--- config.mk ---
export PLATFORM = sky130hd
export DESIGN_NAME = tlb_refill_flat
export DESIGN_NICKNAME = d
export VERILOG_FILES = /design/src/rtl/tlb_refill_if.sv /design/src/rtl/tlb_refill.sv /design/src/flat_wrapper.sv
export SDC_FILE = /design/constraint.sdc
export NUM_CORES = 1
export LEC_CHECK = 0
export ABC_AREA = 1
export CELL_PAD_IN_SITES_DETAIL_PLACEMENT = 0
export CELL_PAD_IN_SITES_GLOBAL_PLACEMENT = 1
export CORE_MARGIN = 8
export CORE_UTILIZATION = 33
export CTS_CLUSTER_SIZE = 40
export DETAILED_ROUTE_END_ITERATION = 10
export PLACE_DENSITY = 0.82
export SYNTH_ARGS = -nofsm -noshare
export SYNTH_HDL_FRONTEND = slang
export SYNTH_SLANG_ARGS = --single-unit
--- constraint.sdc ---
create_clock -name clk -period 1.4 [get_ports clk]
set_clock_uncertainty 0.05 [all_clocks]
set_input_delay 0.28 -clock clk [delete_from_list [all_inputs] [get_ports clk]]
set_output_delay 0.28 -clock clk [all_outputs]
set_load 0.05 [all_outputs]
--- src/rtl/tlb_refill_if.sv ---
// tlb_refill_if: bundles the miss, page-table read and TLB write
// signals of the refill unit; slave = refill unit, master = its peers.
interface tlb_refill_if #(
  parameter int IDX_W = 2
);
  logic             miss_valid;
  logic [19:0]      miss_vpn;
  logic             miss_ready;
  logic [26:0]      ptbase;
  logic             mem_rd_req;
  logic [26:0]      mem_addr;
  logic             mem_rd_ack;
  logic [31:0]      mem_rdata;
  logic             tlb_we;
  logic [IDX_W-1:0] tlb_index;
  logic [34:0]      tlb_wdata;
  logic             done;
  logic             fault;
  logic             timeout;

  modport slave (
    input  miss_valid, miss_vpn, ptbase,
    input  mem_rd_ack, mem_rdata,
    output miss_ready, mem_rd_req, mem_addr,
    output tlb_we, tlb_index, tlb_wdata,
    output done, fault, timeout
  );

  modport master (
    output miss_valid, miss_vpn, ptbase,
    output mem_rd_ack, mem_rdata,
    input  miss_ready, mem_rd_req, mem_addr,
    input  tlb_we, tlb_index, tlb_wdata,
    input  done, fault, timeout
  );
endinterface

--- src/rtl/tlb_refill.sv ---
// tlb_refill: TLB miss handler; PTE fetch and round-robin slot write.
// Optional read timeout via `define TLB_REFILL_TIMEOUT_EN.
module tlb_refill #(
  parameter int ENTRIES        = 4,
  parameter int IDX_W          = 2,
  parameter int TIMEOUT_CYCLES = 255
) (
  input logic         clk,
  input logic         reset_n,
  tlb_refill_if.slave bus
);

  typedef enum logic [1:0] {
    IDLE,
    READ,
    WRITE,
    RESP
  } state_t;

  state_t state, state_n;

  logic [19:0]      vpn;
  logic [IDX_W-1:0] ptr;
  logic             fault_n;
  logic             timeout_n;

  logic             miss_ready_q;
  logic             mem_rd_req_q;
  logic [26:0]      mem_addr_q;
  logic             tlb_we_q;
  logic [IDX_W-1:0] tlb_index_q;
  logic [34:0]      tlb_wdata_q;
  logic             done_q;
  logic             fault_q;
  logic             timeout_q;

  logic             unused_bits;
  assign unused_bits = ^{bus.mem_rdata[31:27],
                         bus.mem_rdata[11:1]};

`ifdef TLB_REFILL_TIMEOUT_EN
  localparam int CNT_W =
    ($clog2(TIMEOUT_CYCLES + 1) > 8) ?
    $clog2(TIMEOUT_CYCLES + 1) : 8;

  logic [CNT_W-1:0] cnt;
  logic             expire;

  // cnt + 1 = READ cycles without ack, this one included
  assign expire =
    (cnt + CNT_W'(1)) == CNT_W'(TIMEOUT_CYCLES);

  always_ff @(posedge clk or negedge reset_n) begin
    if (!reset_n) begin
      cnt <= '0;
    end else if (state != READ) begin
      cnt <= '0;
    end else if (!bus.mem_rd_ack) begin
      cnt <= cnt + CNT_W'(1);
    end
  end
`else
  localparam int unused_timeout = TIMEOUT_CYCLES;
  logic expire;
  assign expire = 1'b0;
`endif

  always_comb begin
    state_n   = state;
    fault_n   = 1'b0;
    timeout_n = 1'b0;
    unique case (state)
      IDLE: begin
        if (bus.miss_valid) state_n = READ;
      end
      READ: begin
        if (bus.mem_rd_ack) begin
          if (bus.mem_rdata[0]) begin
            state_n = WRITE;
          end else begin
            state_n = RESP;
            fault_n = 1'b1;
          end
        end else if (expire) begin
          state_n   = RESP;
          fault_n   = 1'b1;
          timeout_n = 1'b1;
        end
      end
      WRITE: state_n = RESP;
      RESP:  state_n = IDLE;
      default: state_n = IDLE;
    endcase
  end

  // outputs are registered copies of the next-state decode
  always_ff @(posedge clk or negedge reset_n) begin
    if (!reset_n) begin
      state        <= IDLE;
      vpn          <= '0;
      ptr          <= '0;
      miss_ready_q <= 1'b1;
      mem_rd_req_q <= 1'b0;
      mem_addr_q   <= '0;
      tlb_we_q     <= 1'b0;
      tlb_index_q  <= '0;
      tlb_wdata_q  <= '0;
      done_q       <= 1'b0;
      fault_q      <= 1'b0;
      timeout_q    <= 1'b0;
    end else begin
      state        <= state_n;
      miss_ready_q <= (state_n == IDLE);
      mem_rd_req_q <= (state_n == READ);
      tlb_we_q     <= (state_n == WRITE);
      done_q       <= (state_n == RESP);
      fault_q      <= fault_n;
      timeout_q    <= timeout_n;
      if (state == IDLE && bus.miss_valid) begin
        vpn        <= bus.miss_vpn;
        mem_addr_q <= bus.ptbase +
                      {5'b0, bus.miss_vpn, 2'b00};
      end
      if (state == READ && state_n == WRITE) begin
        tlb_wdata_q <= {vpn, bus.mem_rdata[26:12]};
        tlb_index_q <= ptr;
      end
      if (state == WRITE) begin
        ptr <= (ptr == IDX_W'(ENTRIES - 1)) ?
               '0 : ptr + IDX_W'(1);
      end
    end
  end

  assign bus.miss_ready = miss_ready_q;
  assign bus.mem_rd_req = mem_rd_req_q;
  assign bus.mem_addr   = mem_addr_q;
  assign bus.tlb_we     = tlb_we_q;
  assign bus.tlb_index  = tlb_index_q;
  assign bus.tlb_wdata  = tlb_wdata_q;
  assign bus.done       = done_q;
  assign bus.fault      = fault_q;
  assign bus.timeout    = timeout_q;

endmodule

--- src/flat_wrapper.sv ---
// flat-port wrapper written by rule: the top's interface ports become plain ports
module tlb_refill_flat 
#(
  parameter int ENTRIES        = 4,
  parameter int IDX_W          = 2,
  parameter int TIMEOUT_CYCLES = 255
)
  (clk, reset_n, bus_miss_valid, bus_miss_vpn, bus_ptbase, bus_mem_rd_ack, bus_mem_rdata, bus_miss_ready, bus_mem_rd_req, bus_mem_addr, bus_tlb_we, bus_tlb_index, bus_tlb_wdata, bus_done, bus_fault, bus_timeout);
  tlb_refill_if #(.IDX_W(IDX_W)) bus_i ();
  input logic clk;
  input logic reset_n;
  input wire logic [$bits(bus_i.miss_valid)-1:0] bus_miss_valid;
  input wire logic [$bits(bus_i.miss_vpn)-1:0] bus_miss_vpn;
  input wire logic [$bits(bus_i.ptbase)-1:0] bus_ptbase;
  input wire logic [$bits(bus_i.mem_rd_ack)-1:0] bus_mem_rd_ack;
  input wire logic [$bits(bus_i.mem_rdata)-1:0] bus_mem_rdata;
  output wire logic [$bits(bus_i.miss_ready)-1:0] bus_miss_ready;
  output wire logic [$bits(bus_i.mem_rd_req)-1:0] bus_mem_rd_req;
  output wire logic [$bits(bus_i.mem_addr)-1:0] bus_mem_addr;
  output wire logic [$bits(bus_i.tlb_we)-1:0] bus_tlb_we;
  output wire logic [$bits(bus_i.tlb_index)-1:0] bus_tlb_index;
  output wire logic [$bits(bus_i.tlb_wdata)-1:0] bus_tlb_wdata;
  output wire logic [$bits(bus_i.done)-1:0] bus_done;
  output wire logic [$bits(bus_i.fault)-1:0] bus_fault;
  output wire logic [$bits(bus_i.timeout)-1:0] bus_timeout;
  assign bus_i.miss_valid = bus_miss_valid;
  assign bus_i.miss_vpn = bus_miss_vpn;
  assign bus_i.ptbase = bus_ptbase;
  assign bus_i.mem_rd_ack = bus_mem_rd_ack;
  assign bus_i.mem_rdata = bus_mem_rdata;
  assign bus_miss_ready = bus_i.miss_ready;
  assign bus_mem_rd_req = bus_i.mem_rd_req;
  assign bus_mem_addr = bus_i.mem_addr;
  assign bus_tlb_we = bus_i.tlb_we;
  assign bus_tlb_index = bus_i.tlb_index;
  assign bus_tlb_wdata = bus_i.tlb_wdata;
  assign bus_done = bus_i.done;
  assign bus_fault = bus_i.fault;
  assign bus_timeout = bus_i.timeout;
  tlb_refill #(.ENTRIES(ENTRIES), .IDX_W(IDX_W), .TIMEOUT_CYCLES(TIMEOUT_CYCLES)) u_core (.clk(clk), .reset_n(reset_n), .bus(bus_i));
endmodule
==> flow_summary.ini <==
[global_routing]
first_global_vias = 5020
grt_antenna_before_repair = 0
grt_max_degree = 64
grt_overflow = 0
grt_usage = 0.169
grt_first_pass_wirelength_um = 26400

[setup_path]
crit_start = bus_miss_vpn[0]
path_class = in -> reg
worstReg2RegStart = u_core.state[1]$_DFF_PN0_
cp-end-kind = flop
reg2reg_to = u_core.vpn[6]$_DFFE_PN0P_
ff2ff_path_depth = 6
cp-start-kind = input pin
rrSetupSlack_ps = 100
cp_max_fo = 3
crit_end = u_core.bus.mem_addr[12]$_DFFE_PN0P_
cp.arrival_ps = 1580
crit_required_ps = 1590

[synth]
yosysWarnings = 0
synth_area_leaders = dfrtp_1 (45%), nand2_1 (23%), inv_1 (7.5%)
synth_fp_nets = 815
synth_top_area_share = 0.453
synth_commonest_cells = nand2_1 (307), inv_1 (101), dfrtp_1 (92), o21ai_0 (49), nor2_1 (39)
synth_cell_types = 28
seq_area_frac_synth = 0.458
synth_flop_cell = dfrtp_1
ys_seq_elements = 93
synth_area_mm2 = 0.00508
synth_area_per_cell_um2 = 7.15
synth_top_area_cell = dfrtp_1
asyncSetResetFlopFracSynth = 1.00
synth_edf_count = 0
synth_cells = 710
yosys.cell_count.top_type = nand2_1

[floorplanning]
die_area_mm2 = 0.0196
io_pins = 153
core_mm2 = 0.0151
fp-row-count = 45
die_w_um = 140
initial_core_util = 0.335
die_h_um = 140

[clock_tree]
cts_made_buffers = 9
cts_tree = yes
path_clk_slew_ps = 70
htreeDepth = 3
clockRootBuffer = clkbuf_16
clkSinkCount = 93
clk_latency_ps = 350
clock_path_buffers = 2

[hold_path]
hold_depth = 3
hold_class = in -> reg

[route]
vias = 5019
drt_iter0_markers = 270
wirelength_um = 16500
ant_nets = 0
wl_per_cell_um = 15.1
drc = 0
avgViaCountPerCell = 4.57
firstDrtPassIters = 4

[pwr]
p_switching_mw = 7.86
comb_power_share = 0.588
p_clk_frac = 0.129
switching_share = 0.442
total_power_mw = 17.8
seqPwrFrac = 0.283
peakVddDrop_mv = 0.859
p_leak_nw = 4.41
p_int_mw = 9.93
power_density_mw_per_mm2 = 2010

[finish]
fill_cells = 1327
area_delta_synth_final_pct = 74.2
num_antenna_cells = 0
final_nets = 1010
final_layout_size_suffix_gt1_frac = 0.395
fin_util = 0.584
final_cell_area_mm2 = 0.00885

[timing]
maxSlewViolCount = 0
timing.final.crit_share = 0.996
min_period_ps = 1390
finalSetupTns_ps = 0
clock.fmax_mhz = 718
rsz0062_at_grt = true
fin_ws_ps = 6.30
final_hold_viol_count = 0
setup_viol = 0

[placed_design]
dpl_cell_area_mm2 = 0.00799
pre_cts_ws_ps = -807
port-buffer-count = 135
gp_congestion = 0.857
hpwl_um = 12700

[flow_run]
maxCapViolCount = 0

[status]
status = finished clean
==> power groups by stage <==
stage / Clock, mW / Combinational, mW / Sequential (mW)
2_1_floorplan: 0 / 2.08 / 7.63
3_3_place_gp: 0 / 10.1 / 5.05
3_5_place_dp: 0 / 10.2 / 5.08
4_1_cts: 2.36 / 10.4 / 5.05
5_1_grt: 2.46 / 11.1 / 5.20
6_report: 2.29 / 10.5 / 5.04
==> sequential cells by signal, summed over array words and instances, names as in the netlist <==
signal,flops
u_core.bus.tlb_wdata,35
u_core.bus.mem_addr,27
u_core.vpn,20
u_core.bus.tlb_index,2
u_core.ptr,2
u_core.state,2
u_core.bus.done,1
u_core.bus.fault,1
u_core.bus.mem_rd_req,1
u_core.bus.miss_ready,1
u_core.bus.tlb_we,1
==> cell usage in the layout, fill, tap and decap left out, drive strengths merged, types with 3 or more instances in the layout <==
cell             n
nand2          309
buf            150
inv            103
dfrtp           92
o21ai           54
nor2            43
clkbuf          35
nand3           32
clkdlybuf4s50   22
ha              21
a21oi           11
nand4            8
xnor2            6
clkinv           4
or2              3
==> worst max-delay path, stage by stage <==
cell,delay (ps)
buf_8,100
ha_4,160
fa_2,380
buf_6,140
nand3_4,70
nand3_4,100
or2_1,230
nand3_1,70
nand2_1,60
==> what timing repair did <==
action,in CTS,in global routing
hold endpoints to repair,92,0
setup buffers,9,11
pin swaps,60,88
hold buffers,1,0
gates resized for setup,186,141
endpoints found under the setup margin,23,18
==> layout make-up <==
| class | instances | area (um2) | area share |
|---|---|---|---|
| clock inverters | 5 | 35.0 | 0.00396 |
| multi-input cells | 497 | 3160 | 0.358 |
| clock buffers | 11 | 233 | 0.0263 |
| flip-flops and latches | 93 | 2330 | 0.263 |
| repair buffers | 201 | 2470 | 0.279 |
| well taps | 188 | 235 | 0.0266 |
| inverters | 103 | 387 | 0.0437 |
==> routing by layer <==
metal	vias to the layer above	GRT usage	share of wire
li1	2558	-	-
met1	2328	0.215	0.46
met2	118	0.275	0.48
met3	15	0.0442	0.051
met4	0	0.0526	0.015
met5	-	0	0
==> cell families after synthesis <==
logic type / count (synthesis) / synth area share
adder cells (fa/ha/maj): 22 / 0.0557
AND/OR/NAND/NOR: 401 / 0.317
flip-flops: 93 / 0.458
buffers and inverters: 120 / 0.0912
AO/OA/AOI/OAI: 66 / 0.0653
XOR/XNOR: 7 / 0.0121
other: 1 / 0.000738
==> worst min path at each step <==
stage	start	end
after floorplan	reset_n	u_core.bus.done$_DFF_PN0_
after global placement	reset_n	u_core.bus.tlb_wdata[21]$_DFFE_PN0P_
after detailed placement	reset_n	u_core.bus.tlb_wdata[21]$_DFFE_PN0P_
after CTS	bus_ptbase[2]	u_core.bus.mem_addr[2]$_DFFE_PN0P_
after global routing	bus_miss_vpn[10]	u_core.vpn[10]$_DFFE_PN0P_
final	bus_miss_vpn[10]	u_core.vpn[10]$_DFFE_PN0P_
==> metrics by stage <==
step / std cells / hold WS, ps
2_1_floorplan: 710 / -65.6
3_3_place_gp: 1064 / 28.2
3_5_place_dp: 1064 / 27.5
4_1_cts: 1089 / 178
5_1_grt: 1098 / 120
6_report: 1098 / 104
Power figures use the tool's default switching activity.
